### config.mk
export PLATFORM = sky130hd
export DESIGN_NAME = serial_init_port_fsm
export DESIGN_NICKNAME = d
export VERILOG_FILES = /design/src/rtl/serial_init_port_fsm.sv
export SDC_FILE = /design/constraint.sdc
export NUM_CORES = 1
export LEC_CHECK = 0
export ABC_AREA = 1
export BUFFER_PORTS_ARGS = -buffer_cell sky130_fd_sc_hd__buf_2
export CORE_MARGIN = 10
export CORE_UTILIZATION = 34
export DETAILED_ROUTE_END_ITERATION = 8
export HOLD_SLACK_MARGIN = 0.03
export PLACE_DENSITY = 0.65
export RECOVER_POWER = 100
export SKIP_LAST_GASP = 1
export SYNTH_ARGS = -nofsm -noshare
export SYNTH_HDL_FRONTEND = slang
export SYNTH_SLANG_ARGS = --single-unit
### constraint.sdc
create_clock -name clk -period 1.68 [get_ports clk]
set_input_delay 0.084 -clock clk [delete_from_list [all_inputs] [get_ports clk]]
set_output_delay 0.084 -clock clk [all_outputs]
set_load 0.02 [all_outputs]
### src/rtl/serial_init_port_fsm.sv
// Serial-bus initiator port: one read/write command, arbitrate, shift addr/data LSB-first, collect read data.
// All outputs registered; first address bit one cycle after grant; cmd_ready low from accept until after the response.
module serial_init_port_fsm #(
   parameter int ADDR_W  = 16,
   parameter int DATA_W  = 8,
   parameter int TIMEOUT = 64
) (
   input  logic              clk,
   input  logic              rst_n,
   input  logic              cmd_valid,
   output logic              cmd_ready,
   input  logic              cmd_rw,
   input  logic [ADDR_W-1:0] cmd_addr,
   input  logic [DATA_W-1:0] cmd_wdata,
   output logic              rsp_valid,
   output logic [DATA_W-1:0] rsp_rdata,
   output logic              rsp_err,
   output logic              arb_req,
   input  logic              arb_grant,
   output logic              bus_tx,
   output logic              bus_tx_valid,
   output logic              bus_mode,
   output logic              bus_rw,
   input  logic              bus_rx,
   input  logic              bus_rx_valid,
   input  logic              tgt_ack,
   input  logic              tgt_split,
   input  logic              split_resume
);

   localparam int MAXW = (ADDR_W > DATA_W) ? ADDR_W : DATA_W;
   localparam int MAXV = (MAXW > TIMEOUT) ? MAXW : TIMEOUT;
   localparam int CW   = $clog2(MAXV + 1);
   localparam int TW   = ADDR_W + DATA_W;

   localparam logic [CW-1:0] ADDR_LAST = CW'(ADDR_W - 1);
   localparam logic [CW-1:0] DATA_LAST = CW'(DATA_W - 1);
   localparam logic [CW-1:0] TMR_LAST  = CW'(TIMEOUT - 1);

   typedef enum logic [2:0] {
      IDLE, REQ, ADDR, WDATA, WAIT_ACK, RX, SPLIT, RESP
   } state_t;

   state_t            state, state_nxt;
   logic [CW-1:0]     cnt, cnt_nxt;
   logic [CW-1:0]     tmr, tmr_nxt;
   logic [TW-1:0]     tx_sh, tx_sh_nxt;
   logic [DATA_W-1:0] rx_q, rx_nxt;
   logic              rw_nxt;
   logic              ret_rx, ret_rx_nxt;
   logic              resume, resume_nxt;
   logic              err_nxt;
   logic              tx_bit_nxt;
   logic              ready_nxt;
   logic              req_nxt;
   logic              txv_nxt;
   logic              mode_nxt;
   logic              rspv_nxt;
   logic [DATA_W-1:0] rdata_nxt;

   always_comb begin
      state_nxt  = state;
      cnt_nxt    = cnt;
      tmr_nxt    = tmr;
      tx_sh_nxt  = tx_sh;
      rx_nxt     = rx_q;
      rw_nxt     = bus_rw;
      ret_rx_nxt = ret_rx;
      resume_nxt = resume;
      err_nxt    = 1'b0;
      tx_bit_nxt = 1'b0;

      case (state)
         IDLE: begin
            if (cmd_valid && cmd_ready) begin
               state_nxt  = REQ;
               tx_sh_nxt  = {cmd_wdata, cmd_addr};
               rw_nxt     = cmd_rw;
               rx_nxt     = '0;
               cnt_nxt    = '0;
               tmr_nxt    = '0;
               resume_nxt = 1'b0;
            end
         end
         REQ: begin
            if (arb_grant) begin
               tmr_nxt = '0;
               // A resumed split skips the address phase and continues where it stopped.
               if (resume) begin
                  resume_nxt = 1'b0;
                  state_nxt  = ret_rx ? RX : WAIT_ACK;
               end else begin
                  state_nxt = ADDR;
                  cnt_nxt   = '0;
               end
            end
         end
         ADDR: begin
            if (cnt == ADDR_LAST) begin
               cnt_nxt   = '0;
               tmr_nxt   = '0;
               state_nxt = bus_rw ? WDATA : RX;
            end else begin
               cnt_nxt = cnt + CW'(1);
            end
         end
         WDATA: begin
            if (cnt == DATA_LAST) begin
               cnt_nxt   = '0;
               tmr_nxt   = '0;
               state_nxt = WAIT_ACK;
            end else begin
               cnt_nxt = cnt + CW'(1);
            end
         end
         WAIT_ACK: begin
            if (tgt_ack) begin
               state_nxt = RESP;
            end else if (tmr == TMR_LAST) begin
               state_nxt = RESP;
               err_nxt   = 1'b1;
            end else if (tgt_split) begin
               state_nxt  = SPLIT;
               ret_rx_nxt = 1'b0;
            end else begin
               tmr_nxt = tmr + CW'(1);
            end
         end
         RX: begin
            if (bus_rx_valid) begin
               rx_nxt = rx_q | (DATA_W'(bus_rx) << cnt);
            end
            // Completion (last bit or timeout) takes priority over a split request.
            if (bus_rx_valid && (cnt == DATA_LAST)) begin
               state_nxt = RESP;
            end else if (!bus_rx_valid && (tmr == TMR_LAST)) begin
               state_nxt = RESP;
               err_nxt   = 1'b1;
            end else if (tgt_split) begin
               state_nxt  = SPLIT;
               ret_rx_nxt = 1'b1;
               if (bus_rx_valid) begin
                  cnt_nxt = cnt + CW'(1);
               end
            end else if (bus_rx_valid) begin
               cnt_nxt = cnt + CW'(1);
               tmr_nxt = '0;
            end else begin
               tmr_nxt = tmr + CW'(1);
            end
         end
         SPLIT: begin
            if (split_resume) begin
               state_nxt  = REQ;
               resume_nxt = 1'b1;
            end
         end
         RESP: begin
            state_nxt = IDLE;
         end
         default: begin
            state_nxt = IDLE;
         end
      endcase

      // Address and write data share one shift register, so the data phase follows seamlessly.
      if ((state_nxt == ADDR) || (state_nxt == WDATA)) begin
         tx_bit_nxt = tx_sh[0];
         tx_sh_nxt  = tx_sh >> 1;
      end

      if (state_nxt == IDLE) begin
         rw_nxt = 1'b0;
      end

      ready_nxt = (state_nxt == IDLE);
      req_nxt   = (state_nxt == REQ) || (state_nxt == ADDR) || (state_nxt == WDATA) ||
                  (state_nxt == WAIT_ACK) || (state_nxt == RX);
      txv_nxt   = (state_nxt == ADDR) || (state_nxt == WDATA);
      mode_nxt  = (state_nxt == WDATA) || (state_nxt == WAIT_ACK) || (state_nxt == RX);
      rspv_nxt  = (state_nxt == RESP);
      rdata_nxt = ((state_nxt == RESP) && !rw_nxt) ? rx_nxt : '0;
   end

   always_ff @(posedge clk or negedge rst_n) begin
      if (!rst_n) begin
         state        <= IDLE;
         cnt          <= '0;
         tmr          <= '0;
         tx_sh        <= '0;
         rx_q         <= '0;
         ret_rx       <= 1'b0;
         resume       <= 1'b0;
         cmd_ready    <= 1'b1;
         rsp_valid    <= 1'b0;
         rsp_rdata    <= '0;
         rsp_err      <= 1'b0;
         arb_req      <= 1'b0;
         bus_tx       <= 1'b0;
         bus_tx_valid <= 1'b0;
         bus_mode     <= 1'b0;
         bus_rw       <= 1'b0;
      end else begin
         state        <= state_nxt;
         cnt          <= cnt_nxt;
         tmr          <= tmr_nxt;
         tx_sh        <= tx_sh_nxt;
         rx_q         <= rx_nxt;
         ret_rx       <= ret_rx_nxt;
         resume       <= resume_nxt;
         cmd_ready    <= ready_nxt;
         rsp_valid    <= rspv_nxt;
         rsp_rdata    <= rdata_nxt;
         rsp_err      <= err_nxt;
         arb_req      <= req_nxt;
         bus_tx       <= tx_bit_nxt;
         bus_tx_valid <= txv_nxt;
         bus_mode     <= mode_nxt;
         bus_rw       <= rw_nxt;
      end
   end

endmodule

==> results of run 1 <==
-- synthesized netlist by cell type, drive strengths merged --
cell and n:
nor3 5, dfrtp 66, nand3b 1, or2 3, o21ai 50, a31oi 1, nand3 24, a22o 1
a31o 1, a21boi 4, buf 12, xor2 1, inv 52, nand4 5, ha 2, a211o 1
nand2 154, o2111ai 4, o211ai 1, xnor2 2, a21oi 7, dfstp 1, nor2 41
-- report_power, final --
part | internal, µW | switching (µW)
Clock | 725 | 631
Sequential | 2070 | 288
Combinational | 2160 | 2780
Total | 4960 | 3700
-- final timing paths --
check	depth (start not counted)	slack [ns]	startpoint	endpoint
max	9	-0.12	tmr[0]$_DFFE_PN0P_	rsp_rdata[4]$_DFF_PN0_
min	5	0.05	cmd_wdata[6]	tx_sh[22]$_DFFE_PN0P_
max reg2reg	9	-0.12	tmr[0]$_DFFE_PN0P_	rsp_rdata[4]$_DFF_PN0_
min reg2reg	2	0.46	tx_sh[0]$_DFFE_PN0P_	bus_tx$_DFF_PN0_
max in group asynchronous	3	0.29	rst_n	state[0]$_DFF_PN0_
min in group asynchronous	2	0.27	rst_n	tx_sh[1]$_DFFE_PN0P_
-- flip-flops by register name, summed over array words and instances (netlist names) --
signal and flops:
resume 1, bus_tx 1, ret_rx 1, state 3, tmr 7, bus_rw 1, rx_q 8, rsp_err 1
rsp_rdata 8, tx_sh 24, bus_mode 1, cmd_ready 1, bus_tx_valid 1, cnt 7, arb_req 1, rsp_valid 1
-- worst reg2reg max path, delay by kind of cell (launching register included) --
| family | cells | cell delay [ns] |
|---|---|---|
| simple gates | 7 | 1.03 |
| flops | 1 | 0.35 |
| fa+ha+maj | 1 | 0.18 |
| compound gates | 1 | 0.18 |
-- layer usage --
layer	vias up	GRT usage	share of wire
met5	-	0	0
met4	0	0.0648	0.031
met3	22	0.0333	0.050
met2	63	0.208	0.51
met1	1597	0.151	0.41
li1	1669	-	-
-- stage by stage --
step | total power (µW) | instance area, µm² | hold slack [ns] | TNS (ns) | utilization
2_1_floorplan | 4750 | 3510 | -0.212 | -0.0568 | -
4_1_cts | 7890 | 4820 | 0.0310 | -3.07 | 0.474
3_3_place_gp | 5740 | 4280 | 0.125 | -3.40 | 0.420
3_5_place_dp | 5840 | 4280 | 0.126 | -5.14 | 0.420
6_report | 8660 | 5130 | 0.0493 | -3.25 | 0.504
5_1_grt | 9300 | 5130 | 0.0570 | -9.44 | 0.504
-- layout by cell type (no fill, tap or decap), types with 15 or more instances in the layout --
cell type,Yosys,final
dfrtp_1,66,64
buf_4,2,54
nand2_2,3,20
clkbuf_1,0,18
nand3_1,23,17
nor2_1,34,18
o21ai_1,32,20
inv_1,46,43
nand2_1,149,127
buf_2,2,32
o21ai_0,18,15
-- cells by family (layout without fill, tap and decap cells) --
kind of cell / Yosys count / after routing
XOR/XNOR: 3 / 3
AND/OR/NAND/NOR: 233 / 233
adder cells (fa/ha/maj): 2 / 2
AO/OA/AOI/OAI: 70 / 70
buffers and inverters: 64 / 202
flip-flops: 67 / 67
-- timing repair --
action,in CTS,in global routing
setup endpoints to repair,51,57
setup buffers,6,8
resized for setup,32,87
cloned,3,2
hold endpoints to repair,34,0
hold buffers,13,0
pin swaps,15,33
-- area by class of cell --
| type | count | area (µm²) | area share |
|---|---|---|---|
| Multi-Input combinational cell | 308 | 1840 | 0.358 |
| Sequential cell | 67 | 1680 | 0.328 |
| Timing Repair Buffer | 130 | 962 | 0.188 |
| Inverter | 52 | 220 | 0.0429 |
| Tap cell | 136 | 170 | 0.0332 |
| Clock buffer | 12 | 145 | 0.0283 |
| Timing Repair inverter | 4 | 63.8 | 0.0124 |
| Clock inverter | 4 | 50.0 | 0.00976 |
==> insert_results.sql, run 1 <==
INSERT INTO impl_metrics (metric_group, metric, value, unit) VALUES
('yosys', 'syn-cell-area', '3510', 'µm²'),
('die', 'floorplan.die.height', '122', 'µm'),
('place', 'routabilityCongestion', '0.903', ''),
('yosys', 'synthTopCellsByArea', 'dfrtp_1, nand2_1, inv_1', ''),
('global_route', 'grt_pass1_wl', '15300', 'µm'),
('finish', 'finalNetCount', '608', ''),
('sta', 'postLayoutSetupSlackWorst', '-0.122', 'ns'),
('cts', 'clock_insertion_delay_worst_skew', '0.35', 'ns'),
('worst_setup_path', 'critical_path_required', '1.96', 'ns'),
('worst_setup_path', 'crit_path_top_delay_cell', 'dfrtp_1', ''),
('sta', 'worst_slew_pin_slew', '0.672', 'ns'),
('cts', 'clock_tree.root_cell', 'clkbuf_8', ''),
('worst_setup_path', 'critical_path_type', 'reg -> reg', ''),
('yosys', 'synth_compound_area_frac', '0.114', ''),
('routing', 'drt_pre_antenna_iters', '4', ''),
('pwr', 'cellLeakagePower', '0.00246', 'µW'),
('sta', 'finalHoldViolations', '0', ''),
('yosys', 'avgSynthCellArea', '7.99', 'µm²'),
('routing', 'detail_route.drc_violations', '0', ''),
('yosys', 'post_synth_inst_count', '439', ''),
('finish', 'drive_gt1_frac', '0.376', ''),
('sta', 'pins_over_slew_limit', '0', ''),
('sta', 'maxClockFrequency', '0.555', 'GHz'),
('finish', 'n_fill_cell', '964', ''),
('routing', 'vias_per_cell', '4.70', ''),
('yosys', 'synth_top_family_by_area', 'simple AND/OR/NAND/NOR gates', ''),
('sta', 'final.setup_skew', '0.00856', 'ns'),
('global_route', 'largest_net_degree_at_the_start_of_global_routing', '28', ''),
('worst_setup_path', 'critical-path-top-cell-by-count', 'nand3_1', ''),
('outcome', 'result_of_the_run', 'complete, but fails checks', ''),
('global_route', 'first_global_vias', '3262', ''),
('finish', 'antennaDiodeCount', '0', ''),
('yosys', 'ys.warnings.count', '0', ''),
('sta', 'report.final.setup_viol', '44', ''),
('cts', 'cts_tree', 'yes', ''),
('worst_setup_path', 'worst-path-max-fanout', '8', ''),
('yosys', 'post_synth_and_or_nand_nor_area_fraction', '0.301', ''),
('routing', 'avgRoutedWirePerCell', '13.5', 'µm'),
('flow_run', 'cap_violations', '0', ''),
('yosys', 'synthesis.nets', '475', ''),
('yosys', 'post_synth_mux_area_share', '0', ''),
('cts', 'cts_htree_levels', '3', ''),
('sta', 'max_slew_margin', '0.552', ''),
('yosys', 'yosys_register_bits', '67', ''),
('routing', 'first_iter_violations', '290', ''),
('cts', 'numClockSinks', '67', ''),
('worst_setup_path', 'critical_path.endpoint_type', 'register', ''),
('die', 'die_w', '122', 'µm'),
('routing', 'wl', '9660', 'µm'),
('finish', 'area_delta_synth_final', '46.2', '%'),
('worst_setup_path', 'cpPeakStageDelay', '0.35', 'ns'),
('die', 'start_util', '0.345', ''),
('cts', 'ctsLongestPathBuffers', '2', ''),
('yosys', 'sequential_cell_area_fraction_in_the_yosys_report', '0.478', ''),
('worst_setup_path', 'critical-path-top-delay-family', 'simple AND/OR/NAND/NOR gates', ''),
('global_route', 'track_usage', '0.127', ''),
('yosys', 'synth_top_area_share', '0.471', ''),
('routing', 'drt.antenna.violating_nets', '0', ''),
('cts', 'cts_made_buffers', '9', ''),
('yosys', 'synth_xor_xnor_area_share', '0.00749', ''),
('die', 'core_area', '10200', 'µm²'),
('finish', 'fin_cells', '713', ''),
('routing', 'dr_total_vias', '3351', ''),
('place', 'place_worst_setup_slack', '-0.157', 'ns'),
('yosys', 'synth_cell_types', '41', ''),
('global_route', 'grt-ovfl-total', '0', ''),
('outcome', 'violations', 'negative setup slack', ''),
('pwr', 'power-per-cell-area', '1690', 'nW/µm²'),
('hold_path', 'min_path_type', 'in -> reg', ''),
('worst_setup_path', 'cp-start-kind', 'register', ''),
('yosys', 'yosys.area_share.adder', '0.00713', '');
No activity file was read; power rests on OpenSTA's default activity.
==> run 2, diff against run 1 <==
- CELL_PAD_IN_SITES_DETAIL_PLACEMENT: not set -> 1
- CELL_PAD_IN_SITES_GLOBAL_PLACEMENT: not set -> 1
- PLACE_DENSITY: 0.65 -> 0.8
==> insert_results.sql, run 2 (synthesis gave the netlist of run 1 again) <==
INSERT INTO impl_metrics (metric_group, metric, value, unit) VALUES
('outcome', 'result_of_the_run', 'complete, but fails checks', ''),
('outcome', 'violations', 'negative setup slack', ''),
('worst_setup_path', 'critical-path-top-delay-family', 'simple AND/OR/NAND/NOR gates', ''),
('sta', 'rsz0062_at_grt', 'yes', ''),
('pwr', 'power-per-cell-area', '1710', 'nW/µm²'),
('finish', 'most_common_cell_after_layout_fill_and_taps_aside', 'nand2_1', ''),
('worst_setup_path', 'cp.buffers_inverters', '3', ''),
('cts', 'cts_htree_levels', '3', ''),
('routing', 'first_iter_violations', '178', ''),
('sta', 'worst_slew_pin_slew', '0.981', 'ns'),
('die', 'dieArea', '14800', 'µm²'),
('cts', 'numClockSinks', '67', ''),
('worst_setup_path', 'worst-path-max-fanout', '6', ''),
('global_route', 'grt-ovfl-total', '0', ''),
('routing', 'detail_route.drc_violations', '0', ''),
('sta', 'maxClockFrequency', '0.478', 'GHz'),
('sta', 'pins_over_slew_limit', '0', ''),
('sta', 'final.period_utilization', '1.24', ''),
('finish', 'final_design_area_no_fill', '5160', 'µm²'),
('cts', 'clock_tree.root_cell', 'clkbuf_8', ''),
('pwr', 'vdd.ir_drop.worst', '649', 'µV'),
('finish', 'area_delta_synth_final', '47.2', '%'),
('routing', 'avgRoutedWirePerCell', '19.0', 'µm'),
('sta', 'final.setup_skew', '0.0115', 'ns'),
('finish', 'antennaDiodeCount', '0', ''),
('die', 'std_cell_rows', '37', ''),
('finish', 'finalNetCount', '604', ''),
('global_route', 'first_global_vias', '3836', ''),
('die', 'floorplan.die.height', '122', 'µm'),
('global_route', 'antenna_found_initial', '0', ''),
('sta', 'postLayoutSetupSlackWorst', '-0.411', 'ns'),
('cts', 'worst_setup_hold_path_clk_slew', '0.08', 'ns'),
('die', 'start_util', '0.345', ''),
('worst_setup_path', 'reg2reg_to', 'rsp_rdata[5]$_DFF_PN0_', ''),
('flow_run', 'cap_violations', '0', ''),
('global_route', 'largest_net_degree_at_the_start_of_global_routing', '68', ''),
('routing', 'highest-signal-layer', 'met4', ''),
('finish', 'registers.top_by_ff_count', 'tx_sh', ''),
('routing', 'detail_route.wirelength.met1', '5080', 'µm'),
('worst_setup_path', 'r2r-start', 'state[2]$_DFF_PN0_', ''),
('worst_setup_path', 'startpoint', 'state[2]$_DFF_PN0_', ''),
('hold_path', 'min_path_type', 'in -> reg', ''),
('worst_setup_path', 'critical_path.endpoint_type', 'register', ''),
('place', 'routabilityCongestion', '0.885', ''),
('pwr', 'finalPower', '8810', 'µW'),
('worst_setup_path', 'reg2reg_setup_slack', '-0.41', 'ns'),
('routing', 'vias_per_cell', '5.01', ''),
('worst_setup_path', 'critical_path_depth', '9', ''),
('place', 'postPlaceCellArea', '4230', 'µm²'),
('global_route', 'track_usage', '0.158', ''),
('worst_setup_path', 'crit_path_dat', '2.39', 'ns'),
('global_route', 'grt_pass1_wl', '18800', 'µm'),
('finish', 'n_fill_cell', '1235', ''),
('worst_setup_path', 'critical_path_type', 'reg -> reg', ''),
('sta', 'finalCriticalPeriod', '2.09', 'ns'),
('cts', 'clock_insertion_delay_worst_skew', '0.37', 'ns'),
('routing', 'length_of_routed_met2_wiring', '7120', 'µm'),
('place', 'place_worst_setup_slack', '-0.225', 'ns'),
('worst_setup_path', 'critical_path.cell_chain', 'buf_4 -> nand2_4 -> nor2_8 -> nand3_1 -> nor2_1 -> inv_1 -> o21ai_0 -> inv_1 -> nor2_1', ''),
('die', 'core_area', '10200', 'µm²'),
('worst_setup_path', 'worst_r2r_path_depth', '9', ''),
('worst_setup_path', 'critical_path_required', '1.98', 'ns'),
('routing', 'drt.antenna.violating_nets', '0', ''),
('finish', 'layout_top_registers', 'tx_sh (24), rsp_rdata (8), rx_q (8)', ''),
('routing', 'wl', '13500', 'µm'),
('place', 'number_of_i_o_port_buffers', '49', ''),
('routing', 'dr_total_vias', '3550', ''),
('routing', 'met3WireLength', '639', 'µm'),
('routing', 'drt_pre_antenna_iters', '4', ''),
('die', 'die_w', '122', 'µm'),
('worst_setup_path', 'timing.critical_path.to', 'rsp_rdata[5]$_DFF_PN0_', ''),
('finish', 'finish.utilization', '0.507', ''),
('sta', 'max_slew_margin', '0.346', ''),
('place', 'hpwl_reported_at_the_end_of_detailed_placement', '7280', 'µm'),
('cts', 'ctsLongestPathBuffers', '2', ''),
('pwr', 'cellLeakagePower', '0.00256', 'µW'),
('cts', 'cts_made_buffers', '9', ''),
('worst_setup_path', 'crit_path_top_delay_cell', 'dfrtp_2', ''),
('finish', 'largest_register_ff_count', '24', ''),
('worst_setup_path', 'cpPeakStageDelay', '0.50', 'ns'),
('worst_setup_path', 'cp-start-kind', 'register', ''),
('sta', 'hold_ws', '0.0206', 'ns'),
('sta', 'report.final.setup_viol', '58', ''),
('finish', 'most-common-layout-cells', 'nand2_1, dfrtp_1, buf_4', ''),
('finish', 'multi_input_area', '1940', 'µm²'),
('cts', 'cts_tree', 'yes', ''),
('finish', 'seq_area', '1680', 'µm²'),
('sta', 'finalHoldViolations', '0', ''),
('finish', 'drive_gt1_frac', '0.412', ''),
('die', 'boundary_pin_count', '50', '');
run 2: changes by cell type in the layout (fill, tap and decap cells not counted), sizes merged:
| cell | change |
|---|---|
| buf | +11 |
| dlygate4sd3 | -10 |
| clkbuf | -2 |
| clkinvlp | -2 |
| inv | -1 |
run 2: metal layers:
layer / GRT usage / up-vias
li1: - / 1649
met1: 0.169 / 1747
met2: 0.287 / 109
met3: 0.0412 / 45
met4: 0.0641 / 0
met5: 0 / -
run 2: what timing repair did:
action | in CTS | in global routing
endpoints found under the hold margin | 68 | 0
setup buffers | 17 | 13
hold buffers | 3 | 0
cloned | 0 | 2
pin swaps | 9 | 21
gates resized for setup | 41 | 96
endpoints found under the setup margin | 55 | 60
run 2: worst min-delay path, cell delays in order:
cell and delay [ns]:
buf_2 0.08, nand2_1 0.04, nand2_1 0.05, o21ai_1 0.05, nand2_1 0.05
run 2: worst min-delay path by stage:
stage,slack [ns],from,depth (start not counted),endpoint
final,0.02,cmd_wdata[2],5,tx_sh[18]$_DFFE_PN0P_
after detailed placement,0.14,rst_n,2,tx_sh[7]$_DFFE_PN0P_
after floorplan,-0.21,rst_n,0,arb_req$_DFF_PN0_
after global routing,0.05,cmd_wdata[1],5,tx_sh[17]$_DFFE_PN0P_
after CTS,0.03,cmd_wdata[2],5,tx_sh[18]$_DFFE_PN0P_
after global placement,0.13,rst_n,2,tx_sh[6]$_DFFE_PN0P_
run 2: report_power, final:
group          leakage (µW)  switching (µW)  internal, µW
registers          0.000856             322          2070
logic               0.00160            2860          2190
clock network     0.0000971             681           682
total               0.00256            3870          4940
run 2: final cells by class:
cell class,count,share of cell area
Tap cell,136,0.0329
Multi-Input combinational cell,308,0.375
Clock buffer,11,0.0254
Clock inverter,5,0.0104
Inverter,52,0.0422
Sequential cell,67,0.325
Timing Repair Buffer,130,0.189
run 2: through the flow:
stage	TNS, ns	std cells
detailed placement	-7.69	660
floorplan	-0.0568	439
global route	-18.22	709
finish	-12.44	709
CTS	-5.66	695
global placement	-3.05	660
==> run 3, diff against run 2 <==
- CORE_MARGIN: 10 -> 2
==> insert_results.sql, run 3 (synthesis gave the netlist of run 1 again) <==
INSERT INTO impl_metrics (metric_group, metric, value, unit) VALUES
('outcome', 'result_of_the_run', 'complete, but fails checks', ''),
('outcome', 'violations', 'negative setup slack', ''),
('finish', 'most_common_cell_after_layout_fill_and_taps_aside', 'nand2_1', ''),
('sta', 'pins_over_slew_limit', '0', ''),
('cts', 'ctsLongestPathBuffers', '2', ''),
('finish', 'area_delta_synth_final', '38.2', '%'),
('sta', 'maxClockFrequency', '0.535', 'GHz'),
('cts', 'cts_made_buffers', '9', ''),
('pwr', 'vdd.ir_drop.worst', '784', 'µV'),
('global_route', 'grt_pass1_wl', '16800', 'µm'),
('routing', 'drt.antenna.violating_nets', '0', ''),
('sta', 'final.setup_skew', '0.00912', 'ns'),
('finish', 'layout_top_registers', 'tx_sh (24), rsp_rdata (8), rx_q (8)', ''),
('worst_setup_path', 'cp-start-kind', 'register', ''),
('routing', 'first_iter_violations', '127', ''),
('place', 'hpwl_reported_at_the_end_of_detailed_placement', '6950', 'µm'),
('routing', 'met3WireLength', '326', 'µm'),
('finish', 'drive_gt1_frac', '0.348', ''),
('global_route', 'first_global_vias', '3588', ''),
('global_route', 'largest_net_degree_at_the_start_of_global_routing', '68', ''),
('sta', 'final.period_utilization', '1.11', ''),
('worst_setup_path', 'worst-path-max-fanout', '5', ''),
('sta', 'worst_slew_pin_slew', '0.975', 'ns'),
('pwr', 'power-per-cell-area', '1650', 'nW/µm²'),
('global_route', 'track_usage', '0.188', ''),
('sta', 'hold_ws', '0.0365', 'ns'),
('global_route', 'grt-ovfl-total', '0', ''),
('finish', 'fin_cells', '696', ''),
('worst_setup_path', 'crit_path_dat', '2.13', 'ns'),
('sta', 'rsz0062_at_grt', 'yes', ''),
('routing', 'detail_route.drc_violations', '0', ''),
('cts', 'cts_tree', 'yes', ''),
('global_route', 'antenna_found_initial', '0', ''),
('sta', 'finalCriticalPeriod', '1.87', 'ns'),
('flow_run', 'cap_violations', '0', ''),
('sta', 'max_slew_margin', '0.350', ''),
('cts', 'clock_insertion_delay_worst_skew', '0.36', 'ns'),
('finish', 'most-common-layout-cells', 'nand2_1, dfrtp_1, buf_4', ''),
('sta', 'postLayoutSetupSlackWorst', '-0.190', 'ns'),
('routing', 'detail_route.wirelength.met1', '4520', 'µm'),
('finish', 'finish.utilization', '0.476', ''),
('place', 'number_of_i_o_port_buffers', '49', ''),
('finish', 'n_fill_cell', '1255', ''),
('routing', 'avgRoutedWirePerCell', '15.8', 'µm'),
('cts', 'numClockSinks', '67', ''),
('sta', 'finalHoldViolations', '0', ''),
('finish', 'registers.top_by_ff_count', 'tx_sh', ''),
('die', 'floorplan.die.height', '106', 'µm'),
('finish', 'antennaDiodeCount', '0', ''),
('place', 'postPlaceCellArea', '4190', 'µm²'),
('worst_setup_path', 'critical_path_type', 'reg -> reg', ''),
('sta', 'setup_tns', '-6.47', 'ns'),
('worst_setup_path', 'critical_path.endpoint_type', 'register', ''),
('finish', 'finalNetCount', '591', ''),
('place', 'post-place-cells', '659', ''),
('finish', 'final_design_area_no_fill', '4850', 'µm²'),
('cts', 'worst_setup_hold_path_clk_slew', '0.08', 'ns'),
('routing', 'vias_per_cell', '4.87', ''),
('sta', 'report.final.setup_viol', '51', ''),
('place', 'routabilityCongestion', '0.873', ''),
('cts', 'clock_tree.root_cell', 'clkbuf_8', ''),
('routing', 'drt_pre_antenna_iters', '4', ''),
('die', 'die_w', '106', 'µm'),
('die', 'start_util', '0.345', ''),
('routing', 'highest-signal-layer', 'met4', ''),
('hold_path', 'min_path_type', 'in -> reg', ''),
('die', 'core_area', '10200', 'µm²'),
('die', 'dieArea', '11200', 'µm²'),
('die', 'std_cell_rows', '37', ''),
('worst_setup_path', 'critical_path_required', '1.94', 'ns'),
('finish', 'multi_input_area', '1780', 'µm²'),
('finish', 'largest_register_ff_count', '24', ''),
('routing', 'length_of_routed_met2_wiring', '5890', 'µm'),
('finish', 'seq_area', '1680', 'µm²'),
('cts', 'cts_htree_levels', '3', ''),
('pwr', 'cellLeakagePower', '0.00238', 'µW'),
('routing', 'wl', '11000', 'µm'),
('routing', 'dr_total_vias', '3392', ''),
('die', 'boundary_pin_count', '50', '');
==> run 3: cell count changes in the layout (fill, tap and decap cells not counted), sizes merged <==
cell         delta
dlygate4sd3     +3
inv             +2
clkbuf          -3
buf            -16
clkinvlp        +1
==> run 3: worst max-delay path, cell delays in order (launching register included) <==
cell	delay, ns
dfrtp_1	0.41
ha_4	0.19
nand2_4	0.07
nor2_4	0.11
nand2_2	0.09
nand2_2	0.10
nand2_4	0.06
nor2_4	0.17
buf_6	0.13
nand3_4	0.11
nand3b_4	0.20
nand2_2	0.08
inv_1	0.05
==> run 3: routing by layer <==
metal	GRT usage	up-vias
li1	-	1630
met1	0.220	1668
met2	0.343	72
met3	0.0303	22
met4	0.0714	0
met5	0	-
==> run 3: what timing repair did <==
item                       4_1_cts  5_1_grt
setup endpoints to repair       55       60
setup buffers                    3       10
hold buffers                     6        0
hold endpoints to repair        71        0
pin swaps                        5       12
resized for setup               31       64
cloned                           2        0
==> run 3: path summary, 6_finish.rpt <==
| path | end | cells past startpoint | slack, ns | from |
|---|---|---|---|---|
| max reg2reg | arb_req$_DFF_PN0_ | 12 | -0.19 | cnt[0]$_DFFE_PN0P_ |
| min in group asynchronous | tx_sh[8]$_DFFE_PN0P_ | 3 | 0.50 | rst_n |
| max in group asynchronous | state[0]$_DFF_PN0_ | 3 | 0.46 | rst_n |
| min reg2reg | bus_tx$_DFF_PN0_ | 2 | 0.48 | tx_sh[0]$_DFFE_PN0P_ |
| max | arb_req$_DFF_PN0_ | 12 | -0.19 | cnt[0]$_DFFE_PN0P_ |
| min | tx_sh[7]$_DFFE_PN0P_ | 5 | 0.04 | cmd_addr[7] |
==> run 3: where the power goes <==
group	switching, µW	total, µW	internal (µW)
Sequential	275	2340	2070
Combinational	2600	4270	1670
Clock	671	1400	725
Total	3550	8010	4470
==> run 3: area by class of cell <==
class | instances | area share
clock buffers | 10 | 0.0284
clock inverters | 6 | 0.0134
repair inverters | 2 | 0.00413
flip-flops and latches | 67 | 0.346
multi-input cells | 308 | 0.366
inverters | 52 | 0.0444
repair buffers | 115 | 0.162
well taps | 136 | 0.0351
==> run 3: metrics by stage <==
step | worst slack (ns) | power, µW
2_1_floorplan | -0.00407 | 4750
5_1_grt | -0.282 | 8630
6_report | -0.190 | 8010
3_5_place_dp | -0.230 | 5710
4_1_cts | -0.153 | 7480
3_3_place_gp | -0.144 | 5490
